$ cat src/rtl/uart_pkg.sv
// ---------------------------------------------------------------------------
// uart_pkg
// Shared definitions for the UART transmitter and receiver:
//   DATA_BITS      - payload bits per frame
//   LINE_IDLE      - level of an idle serial line
//   tx_state_e     - transmitter state encoding
//   clks_per_bit() - clocks per bit (truncating FCLK/BAUD)
//   cnt_width()    - counter width able to hold 0..n-1
// ---------------------------------------------------------------------------
package uart_pkg;

    localparam int unsigned DATA_BITS = 8;
    localparam logic        LINE_IDLE = 1'b1;

    typedef enum logic [2:0] {
        IDLE   = 3'd0,
        START  = 3'd1,
        DATA   = 3'd2,
        PARITY = 3'd3,
        STOP   = 3'd4
    } tx_state_e;

    // Truncating division: 50 MHz / 115200 baud gives 434.
    function automatic int unsigned clks_per_bit(input int unsigned fclk,
                                                 input int unsigned baud);
        return fclk / baud;
    endfunction

    function automatic int unsigned cnt_width(input int unsigned n);
        return (n > 1) ? $clog2(n) : 1;
    endfunction

endpackage

$ cat src/rtl/uart_baud_cnt.sv
// ---------------------------------------------------------------------------
// uart_baud_cnt
// Bit-period timer. Counts 0..CLKS_PER_BIT-1 and returns to 0 by itself at
// the terminal count; i_clear forces it back to 0 (used on state entry).
// Ports:
//   clk           in   clock, rising edge
//   rst_n         in   asynchronous active-low reset
//   i_clear       in   restart the bit period on the next edge
//   o_bit_done_c  out  combinational, high during the last clock of a bit
// ---------------------------------------------------------------------------
module uart_baud_cnt
    import uart_pkg::*;
#(
    parameter int unsigned CLKS_PER_BIT = 434
) (
    input  logic clk,
    input  logic rst_n,
    input  logic i_clear,
    output logic o_bit_done_c
);

    localparam int unsigned CNT_W = cnt_width(CLKS_PER_BIT);

    logic [CNT_W-1:0] r_count;
    logic             w_done;

    assign w_done       = (r_count == CNT_W'(CLKS_PER_BIT - 1));
    assign o_bit_done_c = w_done;

    // Bit-period counter; never runs past the terminal count.
    always_ff @(posedge clk or negedge rst_n) begin
        if (!rst_n) begin
            r_count <= '0;
        end else if (i_clear || w_done) begin
            r_count <= '0;
        end else begin
            r_count <= r_count + 1'b1;
        end
    end

endmodule

$ cat src/rtl/uart_tx.sv
// ---------------------------------------------------------------------------
// uart_tx
// UART transmitter: serialises bytes into 8N1 frames (LSB first) with a
// one-entry holding register so frames can run back-to-back with no idle gap.
// Optional build macro UART_TX_PARITY_EN adds a parity bit (8E1/8O1) and the
// PARITY_ODD parameter (0 = even, 1 = odd).
// Ports:
//   clk50m    in   system clock, rising edge
//   rst_n     in   asynchronous active-low reset
//   tx_data   in   byte to send, sampled on accept
//   tx_valid  in   source has a byte
//   tx_ready  out  holding register empty (accept = tx_valid && tx_ready)
//   tx        out  serial line, idle high, registered
//   tx_idle   out  no frame in progress and holding register empty
// ---------------------------------------------------------------------------
module uart_tx
    import uart_pkg::*;
#(
    parameter int unsigned FCLK       = 50_000_000,
    parameter int unsigned BAUD       = 115_200,
    parameter int unsigned STOP_BITS  = 1
`ifdef UART_TX_PARITY_EN
    ,
    parameter bit          PARITY_ODD = 1'b0
`endif
) (
    input  logic       clk50m,
    input  logic       rst_n,
    input  logic [7:0] tx_data,
    input  logic       tx_valid,
    output logic       tx_ready,
    output logic       tx,
    output logic       tx_idle
);

    localparam int unsigned CLKS_PER_BIT = clks_per_bit(FCLK, BAUD);
    // Index of the final data bit and of the final stop bit (1 or 2 stops).
    localparam logic [2:0]  DATA_LAST    = 3'(DATA_BITS - 1);
    localparam logic [2:0]  STOP_LAST    = (STOP_BITS == 2) ? 3'd1 : 3'd0;

    tx_state_e  r_state;
    tx_state_e  w_next_state;

    logic [7:0] r_hold;
    logic       r_hold_full;
    logic [7:0] r_shift;
    logic [2:0] r_bit_idx;
    logic       r_tx;
    logic       r_ready;
    logic       r_idle;
`ifdef UART_TX_PARITY_EN
    logic       r_parity;
`endif

    logic       w_accept;
    logic       w_load;
    logic       w_bit_done;
    logic       w_clear;
    logic       w_hold_full_next;
    logic [7:0] w_shift_next;
    logic       w_tx_next;

    assign w_accept = tx_valid && !r_hold_full;

    // Bit timer restarts on every state entry and stays parked while idle.
    uart_baud_cnt #(
        .CLKS_PER_BIT (CLKS_PER_BIT)
    ) u_baud_cnt (
        .clk          (clk50m),
        .rst_n        (rst_n),
        .i_clear      (w_clear),
        .o_bit_done_c (w_bit_done)
    );

    // State register.
    always_ff @(posedge clk50m or negedge rst_n) begin
        if (!rst_n) begin
            r_state <= IDLE;
        end else begin
            r_state <= w_next_state;
        end
    end

    // Next-state logic; w_load moves the holding register into the shifter.
    always_comb begin
        w_next_state = r_state;
        w_load       = 1'b0;
        case (r_state)
            IDLE: begin
                if (r_hold_full) begin
                    w_next_state = START;
                    w_load       = 1'b1;
                end
            end
            START: begin
                if (w_bit_done) begin
                    w_next_state = DATA;
                end
            end
            DATA: begin
                if (w_bit_done && (r_bit_idx == DATA_LAST)) begin
`ifdef UART_TX_PARITY_EN
                    w_next_state = PARITY;
`else
                    w_next_state = STOP;
`endif
                end
            end
            PARITY: begin
                if (w_bit_done) begin
                    w_next_state = STOP;
                end
            end
            STOP: begin
                // A queued byte goes straight to START: zero idle cycles.
                if (w_bit_done && (r_bit_idx == STOP_LAST)) begin
                    if (r_hold_full) begin
                        w_next_state = START;
                        w_load       = 1'b1;
                    end else begin
                        w_next_state = IDLE;
                    end
                end
            end
            default: begin
                w_next_state = IDLE;
            end
        endcase
    end

    assign w_clear = (w_next_state != r_state) || (r_state == IDLE);

    // Accept and load are mutually exclusive: accept needs empty, load full.
    assign w_hold_full_next = w_accept ? 1'b1 :
                              w_load   ? 1'b0 : r_hold_full;

    always_comb begin
        w_shift_next = r_shift;
        if (w_load) begin
            w_shift_next = r_hold;
        end else if ((r_state == DATA) && w_bit_done) begin
            w_shift_next = {1'b0, r_shift[7:1]};
        end
    end

    // Line level follows the state being entered so tx is a plain flop.
    always_comb begin
        w_tx_next = LINE_IDLE;
        case (w_next_state)
            START:   w_tx_next = 1'b0;
            DATA:    w_tx_next = w_shift_next[0];
`ifdef UART_TX_PARITY_EN
            PARITY:  w_tx_next = r_parity;
`endif
            default: w_tx_next = LINE_IDLE;
        endcase
    end

    // Holding register and handshake.
    always_ff @(posedge clk50m or negedge rst_n) begin
        if (!rst_n) begin
            r_hold      <= '0;
            r_hold_full <= 1'b0;
            r_ready     <= 1'b1;
        end else begin
            if (w_accept) begin
                r_hold <= tx_data;
            end
            r_hold_full <= w_hold_full_next;
            r_ready     <= !w_hold_full_next;
        end
    end

    // Shifter, bit index and registered line outputs.
    always_ff @(posedge clk50m or negedge rst_n) begin
        if (!rst_n) begin
            r_shift   <= '0;
            r_bit_idx <= '0;
            r_tx      <= LINE_IDLE;
            r_idle    <= 1'b1;
        end else begin
            r_shift <= w_shift_next;
            if (w_clear) begin
                r_bit_idx <= '0;
            end else if (w_bit_done && ((r_state == DATA) || (r_state == STOP))) begin
                r_bit_idx <= r_bit_idx + 3'd1;
            end
            r_tx   <= w_tx_next;
            r_idle <= (w_next_state == IDLE) && !w_hold_full_next;
        end
    end

`ifdef UART_TX_PARITY_EN
    // Parity is fixed when the byte enters the shifter.
    always_ff @(posedge clk50m or negedge rst_n) begin
        if (!rst_n) begin
            r_parity <= 1'b0;
        end else if (w_load) begin
            r_parity <= (^r_hold) ^ PARITY_ODD;
        end
    end
`endif

    assign tx       = r_tx;
    assign tx_ready = r_ready;
    assign tx_idle  = r_idle;

endmodule
$ cat config.mk
export PLATFORM = sky130hd
export DESIGN_NAME = uart_tx
export DESIGN_NICKNAME = d
export VERILOG_FILES = /design/src/rtl/uart_pkg.sv /design/src/rtl/uart_baud_cnt.sv /design/src/rtl/uart_tx.sv
export SDC_FILE = /design/constraint.sdc
export NUM_CORES = 1
export LEC_CHECK = 0
export BUFFER_PORTS_ARGS = -buffer_cell sky130_fd_sc_hd__buf_2
export CAP_MARGIN = 20
export CORE_UTILIZATION = 59
export DETAILED_ROUTE_END_ITERATION = 10
export PLACE_DENSITY = 0.84
export SETUP_SLACK_MARGIN = 0.3
export SLEW_MARGIN = 30
export SYNTH_ARGS = -nofsm -noshare
export SYNTH_HDL_FRONTEND = slang
export SYNTH_SLANG_ARGS = --single-unit
export TNS_END_PERCENT = 30
$ cat constraint.sdc
create_clock -name clk50m -period 3.95 [get_ports clk50m]
set_input_delay 0.395 -clock clk50m [delete_from_list [all_inputs] [get_ports clk50m]]
set_output_delay 0.395 -clock clk50m [all_outputs]
set_load 0.03 [all_outputs]
==> results_dict.tcl, run 1 <==
set metrics [dict create \
    synth_area_sq_mm 0.00163 \
    wl_um 2870 \
    fin_crit_ns 2.30 \
    grt_pass1_vias 1047 \
    rsz0062_at_grt "no" \
    synthCells 149 \
    via_per_inst 5.78 \
    hold_viol 0 \
    intPower_w 0.000786 \
    pwr-share-comb_pct 19.8 \
    cts_buffer_depth 2 \
    firstDrtPassIters 5 \
    switching_power_w 0.000311 \
    cp_data_arrival_time_ns 2.57 \
    diodes 0 \
    coreArea_sq_mm 0.00254 \
    reg2reg_to "tx" \
    critPathMaxFanout 9 \
    critPathKind "reg -> reg" \
    num_vias 1132 \
    p_leak_nw 0.833 \
    ys_ff_latch 35 \
    fin_skew_ns 0.0119 \
    numClockSinks 35 \
    syn_nets 165 \
    finalCritPeriodShare_pct 58.3 \
    postSynth.asyncResetShare_pct 100 \
    final_max_slew_viol_count 0 \
    finalWeightedCongestion 0.827 \
    cp-end-kind "flip-flop" \
    yosys.area.top_type "dfrtp_1" \
    setup_viol 0 \
    antenna_found_initial 0 \
    die_w_um 54.6 \
    start_kind "flip-flop" \
    yosysSeqAreaShare_pct 54.0 \
    p_seq_share_pct 51.2 \
    path_clk_slew_ns 0.11 \
    worstPathRequired_ns 4.21 \
    outcome "complete, no violations" \
    grt-ovfl-total 0 \
    synth_top_cell_area_share_pct 49.1 \
    num_io_pins 14 \
    tightest_slew_ns 0.763 \
    wire_per_inst_um 14.6 \
    drc_errors 0 \
    swShare_pct 28.4 \
    nets 181 \
    powerDensity_mw_per_mm2 602 \
    rr_startpoint "u_baud_cnt.r_count[2]" \
    peakVddDrop_mv 0.508 \
    drt_iter0_drc 32 \
    cts_max_level 2 \
    place_area_sq_mm 0.00172 \
    grt_usage_pct 22.8 \
    maxCapViolations 0 \
    startpoint "u_baud_cnt.r_count[2]" \
    cts-resized-gates 0 \
    holdWs_ns 0.103 \
    clkLatencyLatePin_ns 0.35 \
    io_buffers 13 \
    stdcell_area_sq_mm 0.00182 \
    rows 18 \
    reg2reg_setup_slack_ns 1.65 \
    die_h_um 54.6 \
    reg2regPathDepth 5 \
    postRouteAntennaNets 0 \
    grt_pass1_wl_um 4530 \
    fp.dieArea_sq_mm 0.00298 \
    postCtsSetupRepairBufs 0 \
    yosysUniqueCellTypes 33 \
    yosys_warnings 0 \
    grt_start_max_net_pins 36 \
    cp-endpoint "tx" \
    synth_most_common_cell "dfrtp_1" \
    syn_avg_cell_area_sq_um 10.9 \
    drive_gt1_share_pct 20.5 \
    synth_edf_count 0 \
    fmax_ghz 0.434 \
    synthTopCellsByArea "dfrtp_1 49%, mux2_2 5.5%, nor2_1 5.1%" \
    numCtsBuffers 5 \
    clockPowerShare_pct 29.0 \
    hpwl_um 2030 \
    hold_class "in -> async" \
    tns_ns 0 \
    cts-root-buf "clkbuf_4" \
    synthFlopType "dfrtp_1" \
    initial_utilization_pct 64.1 \
    cts-hold-fix-buffers 0 \
    slew_headroom_pct 49.1 \
    syn_to_final_growth_pct 11.8 \
    synthTopCellsByCount "32 x dfrtp_1, 22 x nor2_1, 12 x nand2_1, 8 x mux2_2" \
    cts_tree "built" \
]
-- registers in the layout, summed over array words and instances (netlist names) --
name	count
r_state	3
tx_idle	1
r_bit_idx	3
tx_ready	1
tx	1
u_baud_cnt.r_count	9
r_shift	8
r_hold	8
r_hold_full	1
-- final cells by class --
cell class | count | area (sq um)
sequential | 35 | 880
multi-input combinational | 106 | 724
fill | 170 | 722
timing repair buffer | 13 | 65.1
clock inverter | 2 | 60.1
clock buffer | 6 | 41.3
tap | 30 | 37.5
inverter | 4 | 15.0
-- how the worst min path moves through the flow --
stage,start,end,slack [ns],depth (start not counted)
after floorplan,rst_n,r_bit_idx[0],0.1,0
after global placement,r_shift[6],r_shift[6],0.46,1
after detailed placement,r_shift[6],r_shift[6],0.47,1
after CTS,rst_n,r_state[1],0.12,1
after global routing,rst_n,r_state[1],0.16,1
final,rst_n,r_shift[3],0.10,1
-- power by group through the flow --
stage          Combinational, W  Sequential (W)  Clock (W)
6_report               0.000217        0.000562   0.000318
5_1_grt                0.000244        0.000578   0.000336
4_1_cts                0.000219        0.000562   0.000321
3_3_place_gp           0.000205        0.000564          0
3_5_place_dp           0.000218        0.000569          0
2_1_floorplan          0.000168        0.000551          0
-- placed cells by master, fill, tap and decap left out, types with 4 or more instances in the layout --
| cell type | n |
|---|---|
| a21o_1 | 4 |
| buf_2 | 13 |
| clkbuf_4 | 5 |
| dfrtp_1 | 32 |
| ha_1 | 5 |
| inv_1 | 4 |
| mux2_2 | 8 |
| mux2i_1 | 6 |
| nand2_1 | 12 |
| nand3_1 | 5 |
| nor2_1 | 22 |
| o21ai_0 | 6 |
| xnor2_1 | 6 |
-- stage by stage --
stage | utilization (%) | setup slack, ns | power [W] | std cells
after floorplan | - | 1.94 | 0.000720 | 149
after global placement | 67.5 | 1.66 | 0.000769 | 188
after detailed placement | 67.5 | 1.59 | 0.000787 | 188
after CTS | 71.5 | 1.57 | 0.00110 | 196
after global routing | 71.6 | 1.54 | 0.00116 | 196
final | 71.6 | 1.65 | 0.00110 | 196
-- critical path: stages, from the launching register on --
cell and delay [ns]:
dfrtp_1 0.44, or4b_4 0.59, nor4_4 0.60, mux2i_1 0.33
a21o_1 0.16, o211ai_1 0.10
-- metal layers --
layer	wire length [um]	GRT usage (%)	up-vias
met5	0	0	-
met4	50	9.83	0
met3	135	9.17	7
met2	1370	35.8	23
met1	1310	27.5	549
li1	-	-	553
-- cells by family after synthesis --
logic type / share of synthesized area [%]
AO/OA/AOI/OAI: 8.83
XOR/XNOR: 4.84
adder cells (fa/ha/maj): 3.84
buffers and inverters: 1.84
flip-flops: 54.0
multiplexers: 9.21
AND/OR/NAND/NOR: 17.5
(Power assumes the default switching activity.)
==> run 2: changes to the inputs <==
--- a/config.mk
+++ b/config.mk
@@ -7,9 +7,9 @@
 export LEC_CHECK = 0
 export BUFFER_PORTS_ARGS = -buffer_cell sky130_fd_sc_hd__buf_2
 export CAP_MARGIN = 20
-export CORE_UTILIZATION = 59
+export CORE_UTILIZATION = 52
 export DETAILED_ROUTE_END_ITERATION = 10
-export PLACE_DENSITY = 0.84
+export PLACE_DENSITY = 0.79
 export SETUP_SLACK_MARGIN = 0.3
 export SLEW_MARGIN = 30
 export SYNTH_ARGS = -nofsm -noshare
==> constraint.sdc (replaced) <==
create_clock -name clk50m -period 2 [get_ports clk50m]
set_input_delay 0.2 -clock clk50m [delete_from_list [all_inputs] [get_ports clk50m]]
set_output_delay 0.2 -clock clk50m [all_outputs]
set_load 0.03 [all_outputs]
==> run 2 against run 1 <==
  * Via count up 9.7%
  * Largest cell class unchanged
  * Count of clock-buffer cells in the layout unchanged
  * Largest power group unchanged
  * Critical endpoint is now r_shift[4]
  * Setup slack lost 1.5 ns
  * Power grew 87%
  * Combinational power rose to 2.6 times the previous value
==> results_dict.tcl, run 2 (synthesis results as in run 1) <==
set metrics [dict create \
    syn_to_final_growth_pct 20.4 \
    cpMostUsedCell "buf_4" \
    initial_utilization_pct 57.1 \
    clkLatencyLatePin_ns 0.34 \
    cts-root-buf "clkbuf_4" \
    worstPathRequired_ns 2.25 \
    grt_pass1_wl_um 5060 \
    regMostFlops "u_baud_cnt.r_count" \
    grt_pass1_vias 1130 \
    numCtsBuffers 5 \
    drive_gt1_share_pct 31.7 \
    io_buffers 13 \
    hold_class "in -> reg" \
    crit_path_max_incr_delay_ns 0.40 \
    final_common_cell "dfrtp_1" \
    wl_um 3290 \
    reg2regPathDepth 8 \
    grt_start_max_net_pins 36 \
    powerDensity_mw_per_mm2 1040 \
    drc_errors 0 \
    wire_per_inst_um 15.4 \
    tns_ns 0 \
    grt-ovfl-total 0 \
    num_io_pins 14 \
    path_cells "buf_4, nor4b_4, nand3_2, a21oi_4, clkdlybuf4s15_2, buf_4, nand2_1, o21ai_0" \
    cts_max_level 2 \
    rows 19 \
    fmax_ghz 0.548 \
    finalNonFillerCells 214 \
    num-fill-cells 211 \
    die_w_um 58.0 \
    hpwl_um 2060 \
    finalCritPeriodShare_pct 91.2 \
    setup_viol 0 \
    postRouteAntennaNets 0 \
    final_max_slew_viol_count 0 \
    antenna_found_initial 0 \
    die_h_um 58.0 \
    slew_headroom_pct 51.1 \
    drt_iter0_drc 54 \
    hold_depth 2 \
    grt_usage_pct 20.5 \
    rsz0062_at_grt "yes" \
    fp.dieArea_sq_mm 0.00336 \
    finalWeightedCongestion 0.860 \
    tightest_slew_ns 0.734 \
    outcome "complete, no violations" \
    via_per_inst 5.80 \
    start_kind "flip-flop" \
    fin_util_pct 68.8 \
    cpMaxStageDelayCell "dfrtp_1" \
    cp_data_arrival_time_ns 2.08 \
    largest_register_ffs 9 \
    firstDrtPassIters 4 \
    critPathKind "reg -> reg" \
    coreArea_sq_mm 0.00285 \
    nets 198 \
    diodes 0 \
    fin_skew_ns 0.0111 \
    path_clk_slew_ns 0.10 \
    hold_viol 0 \
    top_regs "u_baud_cnt.r_count x9, r_hold x8, r_shift x8" \
    holdWs_ns 0.0890 \
    fin_crit_ns 1.82 \
    cts_tree "built" \
    reg2reg_setup_slack_ns 0.18 \
    p_leak_nw 0.904 \
    cts_buffer_depth 2 \
    placed_cells 194 \
    critPathMaxFanout 5 \
    final_cell_mix "31 x dfrtp_1, 22 x nor2_1, 13 x buf_2, 13 x buf_4, 11 x nand2_1" \
    cp-end-kind "flip-flop" \
    peakVddDrop_mv 0.737 \
    numClockSinks 35 \
    num_vias 1242 \
    maxCapViolations 0 \
]
[run 2: final cells by class]
| class | count | area [sq um] | area share [%] |
|---|---|---|---|
| inverter | 4 | 15.0 | 0.765 |
| multi-input combinational | 106 | 768 | 39.1 |
| sequential | 35 | 881 | 44.9 |
| tap | 31 | 38.8 | 1.98 |
| clock inverter | 2 | 12.5 | 0.637 |
| clock buffer | 6 | 41.3 | 2.10 |
| timing repair buffer | 30 | 206 | 10.5 |
[run 2: timing repair]
| item | 4_1_cts | 5_1_grt |
|---|---|---|
| cloned | 0 | 1 |
| setup buffers | 4 | 6 |
| setup endpoints to repair | 13 | 15 |
| endpoints found under the hold margin | 32 | 0 |
| hold buffers | 1 | 0 |
| gates resized for setup | 2 | 11 |
| pin swaps | 0 | 5 |
[run 2: power breakdown]
part	leakage (nW)	switching, W	internal [W]
Clock	0.0282	0.000235	0.000136
Sequential	0.430	0.000174	0.000944
Combinational	0.446	0.000265	0.000295
[run 2: metrics by stage]
stage,power (W),cell area (sq um),worst slack [ns]
after floorplan,0.00142,1630,0.114
after global placement,0.00153,1760,0.211
after detailed placement,0.00157,1760,0.156
after CTS,0.00199,1860,0.203
after global routing,0.00217,1960,0.0303
final,0.00205,1960,0.175
[run 2: worst paths after layout]
check | startpoint | endpoint
worst max-delay path | u_baud_cnt.r_count[6] | r_shift[4]
worst min-delay path | tx_data[3] | r_hold[3]
worst max register to register | u_baud_cnt.r_count[6] | r_shift[4]
worst min register to register | r_hold[7] | r_shift[7]
max in group asynchronous | rst_n | u_baud_cnt.r_count[3]
min in group asynchronous | rst_n | r_bit_idx[0]
[run 2: routing by layer]
metal,track usage [%],up-vias,part of all wire (%)
met2,30.9,40,50
li1,-,584,-
met1,26.9,611,44
met5,0,-,0
met4,11.2,0,1.8
met3,6.03,7,4.2
[run 2: critical path, delay by kind of cell, from the launching register on]
family / cells / cell delay (ns)
AOI/OAI and AO/OA: 2 / 0.25
buffers and inverters: 3 / 0.56
and+or+nand+nor: 3 / 0.54
DFF: 1 / 0.40
